### config.mk
export PLATFORM = sky130hd
export DESIGN_NAME = s4ga_cfg_streamer
export DESIGN_NICKNAME = d
export VERILOG_FILES = /design/src/rtl/s4ga_cfg_streamer.sv
export SDC_FILE = /design/constraint.sdc
export NUM_CORES = 1
export LEC_CHECK = 0
export BUFFER_PORTS_ARGS = -buffer_cell sky130_fd_sc_hd__buf_4
export CAP_MARGIN = 10
export CORE_MARGIN = 1
export CORE_UTILIZATION = 55
export CTS_CLUSTER_SIZE = 28
export DETAILED_ROUTE_END_ITERATION = 8
export PLACE_DENSITY = 0.72
export SYNTH_ARGS = -nofsm -noshare
export SYNTH_HDL_FRONTEND = slang
export SYNTH_SLANG_ARGS = --single-unit
### constraint.sdc
create_clock -name clk -period 3.72 [get_ports clk]
set_clock_uncertainty 0.05 [all_clocks]
set_input_delay 0.744 -clock clk [delete_from_list [all_inputs] [get_ports clk]]
set_output_delay 0.744 -clock clk [all_outputs]
set_load 0.1 [all_outputs]
### src/rtl/s4ga_cfg_streamer.sv
// Config streamer for the serial LUT fabric: prefetches frame bytes into a 4-deep FIFO,
// emits one 4-bit segment per enabled fabric clock and sequences the fabric reset.
//
// state  | meaning
// IDLE   | fabric clock gated, no requests; waits for run
// FRST   | fabric held in reset for RST_CYC enabled cycles while the FIFO prefills
// STREAM | segments stream; fab_ce follows FIFO non-empty
// DRAIN  | pass ended with run low; absorbs responses still in flight, then IDLE
module s4ga_cfg_streamer #(
    parameter int N = 71,
    parameter int K = 5,
    parameter int SI_W = 4,
    parameter int ADDR_W = 16,
    parameter logic [ADDR_W-1:0] BASE = '0,
    parameter int RST_CYC = N + 1
) (
    input  logic                  clk,
    input  logic                  rst,
    input  logic                  run,
    output logic                  mem_req,
    output logic [ADDR_W-1:0]     mem_addr,
    input  logic                  mem_gnt,
    input  logic                  mem_rvalid,
    input  logic [7:0]            mem_rdata,
    output logic                  fab_ce,
    output logic                  fab_rst,
    output logic [SI_W-1:0]       fab_si,
    output logic [$clog2(N)-1:0]  frame_n,
    output logic                  pass_done
);
    localparam int N_W = $clog2(N);
    localparam int IDX_SEGS = (N_W + 3) / 4;
    localparam int MASK_SEGS = ((1 << K) + 3) / 4;
    localparam int FSEGS = K * IDX_SEGS + MASK_SEGS;
    localparam int FBYTES = FSEGS / 2;
    localparam int SEG_W = $clog2(FSEGS);
    localparam int RC_W = $clog2(RST_CYC);
    localparam logic [ADDR_W-1:0] LAST_ADDR = BASE + ADDR_W'(N * FBYTES - 1);

    localparam logic [1:0] S_IDLE   = 2'd0;
    localparam logic [1:0] S_FRST   = 2'd1;
    localparam logic [1:0] S_STREAM = 2'd2;
    localparam logic [1:0] S_DRAIN  = 2'd3;

    generate
        if (FSEGS % 2 != 0) begin : g_bad_fsegs
            $error("s4ga_cfg_streamer: FSEGS must be even");
        end
        if (SI_W != 4) begin : g_bad_si_w
            $error("s4ga_cfg_streamer: SI_W must be 4");
        end
        if (RST_CYC <= N) begin : g_bad_rst_cyc
            $error("s4ga_cfg_streamer: RST_CYC must exceed N");
        end
    endgenerate

    logic [1:0]       state;
    logic [7:0]       fifo [4];
    logic [1:0]       head, tail;
    logic [2:0]       occ, outs, outs_nxt;
    logic             nib_lo;
    logic [SEG_W-1:0] seg_cnt;
    logic [RC_W-1:0]  rst_cnt;
    logic             active, consume, seg_last, frame_last;
    logic             gnt_take, ret, push, pop, flush;

    always_comb begin
        active     = (state == S_FRST) || (state == S_STREAM);
        consume    = (state == S_STREAM) && (occ != 3'd0);
        seg_last   = (seg_cnt == SEG_W'(FSEGS - 1));
        frame_last = (frame_n == N_W'(N - 1));
        mem_req    = active && (({1'b0, occ} + {1'b0, outs}) < 4'd4);
        gnt_take   = mem_req && mem_gnt;
        // responses with no outstanding credit belong to an abandoned request
        ret        = mem_rvalid && (outs != 3'd0);
        pass_done  = consume && seg_last && frame_last;
        flush      = pass_done && !run;
        push       = ret && active && !flush;
        pop        = consume && nib_lo;
        outs_nxt   = outs + 3'(gnt_take) - 3'(ret);
        fab_ce     = (state == S_FRST) || consume;
        fab_rst    = (state != S_STREAM);
        fab_si     = '0;
        if (consume) begin
            fab_si = nib_lo ? fifo[head][3:0] : fifo[head][7:4];
        end
    end

    always_ff @(posedge clk) begin
        if (push) begin
            fifo[tail] <= mem_rdata;
        end
    end

    always_ff @(posedge clk) begin
        if (rst) begin
            state    <= S_IDLE;
            mem_addr <= BASE;
            head     <= '0;
            tail     <= '0;
            occ      <= '0;
            outs     <= '0;
            nib_lo   <= 1'b0;
            seg_cnt  <= '0;
            frame_n  <= '0;
            rst_cnt  <= '0;
        end else begin
            outs <= outs_nxt;
            if (gnt_take) begin
                mem_addr <= (mem_addr == LAST_ADDR) ? BASE : mem_addr + ADDR_W'(1);
            end
            if (flush) begin
                head <= '0;
                tail <= '0;
                occ  <= '0;
            end else begin
                head <= head + 2'(pop);
                tail <= tail + 2'(push);
                occ  <= occ + 3'(push) - 3'(pop);
            end
            if (consume) begin
                nib_lo <= ~nib_lo;
                if (seg_last) begin
                    seg_cnt <= '0;
                    frame_n <= frame_last ? '0 : frame_n + N_W'(1);
                end else begin
                    seg_cnt <= seg_cnt + SEG_W'(1);
                end
            end
            case (state)
                S_IDLE: begin
                    mem_addr <= BASE;
                    if (run) begin
                        state   <= S_FRST;
                        rst_cnt <= RC_W'(RST_CYC - 1);
                        seg_cnt <= '0;
                        frame_n <= '0;
                        nib_lo  <= 1'b0;
                    end
                end
                S_FRST: begin
                    if (rst_cnt == '0) begin
                        state <= S_STREAM;
                    end else begin
                        rst_cnt <= rst_cnt - RC_W'(1);
                    end
                end
                S_STREAM: begin
                    if (flush) begin
                        state <= S_DRAIN;
                    end
                end
                default: begin
                    if (outs_nxt == 3'd0) begin
                        state <= S_IDLE;
                    end
                end
            endcase
        end
    end
endmodule

==> run metrics, run 1 <==
status=complete, but fails checks; failing checks=design-rule violations; number of synthesized flops with an enable pin=32; Final GP Congestion=about 0.84; worst hold slack=approximately 0.45 ns; TritonCTS Buffers=9; Leak=1.68 nW; simple logic cell fraction of the synthesized area=roughly a fifth; TNS Setup=0 ns; DRC errors left=6; dpl cells=between 400 and 500; Synth Area in Compound Gates=4.79%; maximum VDD drop=between 0.3 and 0.4 mV; Fill cells=496; post-synthesis xor/xnor area fraction=6.85%; met3 GRT Util=5.93%; Die Height=84.1 um; WL final=around 7000 um; fin util=about two thirds; Final Hold Viols=0; Yosys cell types=49; Avg Vias per Cell=roughly 5.5; class of the most critical setup path=reg2reg; cell area after layout=around 0.0044 mm2; core footprint=around 0.0064 mm2; cell family with most CP delay=adder cells; Final Power=2.54 mW; worst path bufs/invs=4; Final WS setup=roughly 0.28 ns; layout cells sized above 1=20.6%; Period minus WS final=~3.4 ns; CP max FO=6; post-synthesis sequential area ratio=between 50% and 60%; DR vias=2568; FF+latch count, synth=80; ANT cells=0; Worst-Skew Late Latency=about 0.35 ns; port buffer count=43; commonest cells after routing, fill and taps aside=48 x dfxtp_1, 47 x buf_4, 42 x nor2_1; I/O pins=44; Setup WS pre-CTS=0.268 ns; ys async rst share=0%; Iteration-0 DRC Markers=a little over 80; FP Rows=29; die area=0.00707 mm2; Post-CTS Setup Inserts=0; pwr dens=584 mW/mm2; DR WL/cell=about 15 um; grt met2 use=35.1%; initial antenna violation count=0; fin cells=about 470; Endpoint, Worst Hold=rst_cnt[1]; Die Width=84.1 um; dpl hpwl=just under 5000 um; RR Endpoint=state[0]; Area growth syn-to-layout=17.6%; Worst-path clk slew=approximately 0.09 ns; ys flop type=dfxtp_1; Final Max Slew Viols=0; Worst R2R Setup Slack=0.28 ns; Slowest cell on crit path=or4_1; period utilization=between 90% and 100%; first-pass GRT wire length=between 10000 and 15000 um; data required time at the worst endpoint=between 3 and 4 ns; Initial Util=57.7%; adder-cell area share of the yosys netlist=8.17%; post-synth net total=371; mean area per synthesized cell=approximately 11 um2; startpoint types=register; Crit path largest cell delay=between 0.4 and 0.5 ns; met1 usage=between 20% and 30%; RR Startpoint=state[0]; # Max-Cap Violations=0; fmax=slightly below 300 MHz; First-pass DRT Iterations=6; dpl cell area=~0.0041 mm2; largest family of logic cells by synthesized area=simple AND/OR/NAND/NOR gates; Slew @ Worst Pin=around 0.61 ns; CTS tree=yes; Synth Cell Area=approximately 0.0037 mm2; GR Util All Layers=a little over a fifth; final net count=between 400 and 500; CP arrival=approximately 3.7 ns; source of the worst hold timing path=rst_cnt[1]; gr ovfl total=0; pin count of the biggest net entering global routing=17; mux contribution to synthesized area=under 10%; post-cts hold buffer count=0; Detail Route Antenna Nets=0; Cells on Worst Hold Path=1; Cell Chain, Critical Path=inv_1 > ha_1 > nor4b_4 > and3_1 > inv_2 > ha_1 > inv_1 > ha_1 > inv_1 > fa_1 > xor2_1 > xnor2_1 > a311oi_1 > or4_1 > a21oi_1; Setup crit end kind=register; clk sink count=80; commonest non-fill, non-tap cell in the layout=dfxtp_1; CTS H-tree lvls=3; Hold Path Class=reg2reg; worst r2r path cells=15; Setup-failing EPs final=0; vias in the first global route=2569; Clock Path Buffers=2; Post-Synthesis Cells=around 340; gr busiest metal=met2; yosys warns=0; Slew headroom=59.1%; Root Buffer=clkbuf_8
## cells by family after synthesis
logic type,count (synthesis)
flip-flops,80
multiplexers,13
AND/OR/NAND/NOR,133
AO/OA/AOI/OAI,28
XOR/XNOR,29
buffers and inverters,29
adder cells (fa/ha/maj),23
## synth_stat cells, types with 3 or more instances
library cell,n,share of area [%]
dfxtp_1,48,26
nor2_1,42,4.3
edfxtp_1,32,26
ha_1,21,7.1
nand2_1,19,1.9
inv_1,18,1.8
xor2_1,18,4.3
a21oi_1,11,1.5
nand4_1,11,1.9
xnor2_1,11,2.6
nand3_1,10,1.4
clkbuf_1,8,0.81
mux4_2,8,4.9
and2_1,7,1.2
or3_1,7,1.2
and3_1,5,0.84
mux2i_1,5,1.4
nand2b_1,5,0.84
o21ai_0,5,0.68
nor3_1,4,0.54
a211oi_1,3,0.61
nor4_1,3,0.51
or2_2,3,0.51
or4_1,3,0.61
## power by group
group          total (mW)  switching [mW]  internal (mW)
logic               0.745           0.471          0.274
registers            1.05          0.0643          0.991
clock network       0.743           0.350          0.393
## how the worst max path moves through the flow
stage          cells after the start      from  slack (ns)        to
2_1_floorplan                     15  state[0]        0.53  state[0]
3_3_place_gp                      15  state[0]        0.39  state[0]
3_5_place_dp                      15  state[0]        0.27  state[0]
4_1_cts                           15  state[0]        0.24  state[0]
5_1_grt                           15  state[0]      -0.001  state[0]
6_report                          15  state[0]        0.28  state[0]
## final cells by class
cell class | count | area, um2 | share of cell area [%]
Multi-Input combinational cell | 226 | 1680 | 38.6
Inverter | 19 | 71.3 | 1.64
Clock inverter | 7 | 109 | 2.50
Tap cell | 77 | 96.3 | 2.21
Clock buffer | 9 | 124 | 2.84
Sequential cell | 80 | 1920 | 44.1
Timing Repair Buffer | 47 | 353 | 8.10
## registers in the layout, summed over array words and instances, names as in the netlist, 2 cells and up
register  flops
head          2
seg_cnt       5
frame_n       7
tail          2
outs          3
rst_cnt       7
fifo         32
mem_addr     16
state         2
occ           3
## layer usage
metal  vias up  wire length, um
met5         -                0
met4         0               76
met3         7              317
met2        60             3240
met1      1215             3210
li1       1286                -
## repair_timing
action,CTS,global route
endpoints found under the setup margin,0,1
gates resized for setup,0,1
hold endpoints to repair,0,0
## worst reg2reg max path: cells and delay by family (launching register included)
| family | cells | cell delay (ns) |
|---|---|---|
| and+or+nand+nor | 3 | 0.93 |
| adders and majority gates | 4 | 1.14 |
| AOI/OAI and AO/OA | 2 | 0.28 |
| buffers and inverters | 4 | 0.26 |
| DFF | 1 | 0.39 |
| xor gates and xnor gates | 2 | 0.34 |
Note: power is estimated with default switching activity, not from simulation.
==> run 2: changes to the inputs <==
- REMOVE_ABC_BUFFERS: not set -> 1
==> run metrics, run 2 (synthesized netlist as in run 1, its figures left out) <==
die area=0.00707 mm2 (unchanged); Setup WS pre-CTS=0.262 ns (-0.00567 ns); commonest cells after routing, fill and taps aside=48 x dfxtp_1, 47 x buf_4, 42 x nor2_1; top layer used by detailed routing=met4; Root Buffer=clkbuf_8; Final GP Congestion=0.811 (-3.0%); CTS tree=yes; Final WS setup=0.266 ns (-0.0174 ns); biggest regs=fifo: 32 flops, mem_addr: 16 flops; startpoint types=register; DR vias=2540 (-1.1%); Worst-Skew Late Latency=0.34 ns (about the same); Leak=1.67 nW (-0.59%); final net count=419 (unchanged); gr ovfl total=0 (unchanged); WL final=6720 um (-1.8%); commonest non-fill, non-tap cell in the layout=dfxtp_1; Avg Vias per Cell=5.46 (-1.1%); max FFs per register=32 (unchanged); Die Height=84.1 um (unchanged); CTS H-tree lvls=3 (unchanged); Fill cells=509 (+2.6%); fin util=67.7% (-0.12 points); failing checks=design-rule violations; met2 WL=3280 um (+1.2%); I/O pins=44 (unchanged); status=complete, but fails checks; DRC errors left=6 (unchanged); Hold Path Class=reg2reg; layout cells sized above 1=20.6% (unchanged); port buffer count=43 (unchanged); Period minus WS final=3.45 ns (+0.0174 ns); Final Max Slew Viols=0 (unchanged); Clock Path Buffers=2 (unchanged); dpl hpwl=4780 um (-1.4%); post-cts hold buffer count=0 (unchanged); DR WL/cell=14.4 um (-1.8%); Iteration-0 DRC Markers=77 (-7.2%); class of the most critical setup path=reg2reg; clk sink count=80 (unchanged); pin count of the biggest net entering global routing=16 (-1); Initial Util=57.7% (unchanged); Post-CTS Setup Inserts=0 (unchanged); core footprint=0.00642 mm2 (unchanged); Worst-path clk slew=0.08 ns (about the same); Die Width=84.1 um (unchanged); Top reg by flops=fifo; ANT cells=0 (unchanged); Slew headroom=61.8% (+2.7 points); Post-Route M1 WL=3150 um (-1.7%); fmax=290 MHz (-0.50%); TritonCTS Buffers=9 (unchanged); pwr dens=580 mW/mm2 (-0.60%); FP Rows=29 (unchanged); Setup crit end kind=register; vias in the first global route=2385 (-7.2%); RSZ-0062 raised after global routing=no; data required time at the worst endpoint=3.95 ns (about the same); Area growth syn-to-layout=17.4%; TNS Setup=0 ns (unchanged); first-pass GRT wire length=11300 um (-4.7%); maximum VDD drop=0.354 mV (+7.7%); First-pass DRT Iterations=6 (unchanged); Detail Route Antenna Nets=0 (unchanged); worst hold slack=0.458 ns (+0.00599 ns); initial antenna violation count=0 (unchanged); period utilization=92.8% (+0.47 points); Slew @ Worst Pin=0.572 ns (-0.0400 ns); CP max FO=6 (unchanged); # Max-Cap Violations=0 (unchanged); GR Util All Layers=20.6% (-0.85 points); met3 WL=245 um (-23%); Final Hold Viols=0 (unchanged); Setup-failing EPs final=0 (unchanged); post-cts sizing count=0 (unchanged); CP arrival=3.69 ns (+0.02 ns)
run 2: final timing paths:
kind / startpoint / endpoint / slack, ns / depth (start not counted)
max: state[0] / state[0] / 0.27 / 15
min: mem_addr[15] / mem_addr[15] / 0.46 / 2
max reg2reg: state[0] / state[0] / 0.27 / 15
min reg2reg: mem_addr[15] / mem_addr[15] / 0.46 / 2
run 2: area by class of cell:
class	count	area (um2)	area share (%)
Timing Repair Buffer	47	353	8.11
Sequential cell	80	1920	44.2
Clock inverter	7	101	2.33
Multi-Input combinational cell	226	1680	38.7
Clock buffer	9	124	2.85
Inverter	19	71.3	1.64
Tap cell	77	96.3	2.22
run 2: metrics by stage:
stage               power (mW)  area, um2  std cells
global placement          1.80       4120        449
global route              2.67       4350        465
finish                    2.52       4350        465
floorplan                 1.64       3670        325
CTS                       2.54       4340        465
detailed placement        1.82       4120        449
run 2: per-layer routing:
layer / GRT usage [%] / vias up
li1: - / 1287
met1: 26.7 / 1205
met2: 33.8 / 46
met3: 4.35 / 2
met4: 8.46 / 0
met5: 0 / -
run 2: report_power, final:
part | total, mW | switching [mW] | internal [mW]
combinational | 0.750 | 0.476 | 0.274
sequential | 1.05 | 0.0634 | 0.991
clock | 0.720 | 0.334 | 0.386
run 2: worst max-delay path, cell delays in order (launching register included):
cell      delay (ns)
dfxtp_1         0.39
inv_1           0.08
ha_1            0.34
nor4b_4         0.21
and3_1          0.22
inv_2           0.07
ha_1            0.29
inv_1           0.06
ha_1            0.14
inv_1           0.05
fa_1            0.38
xor2_1          0.16
xnor2_1         0.17
a311oi_1        0.16
or4_1           0.49
a21oi_1         0.14
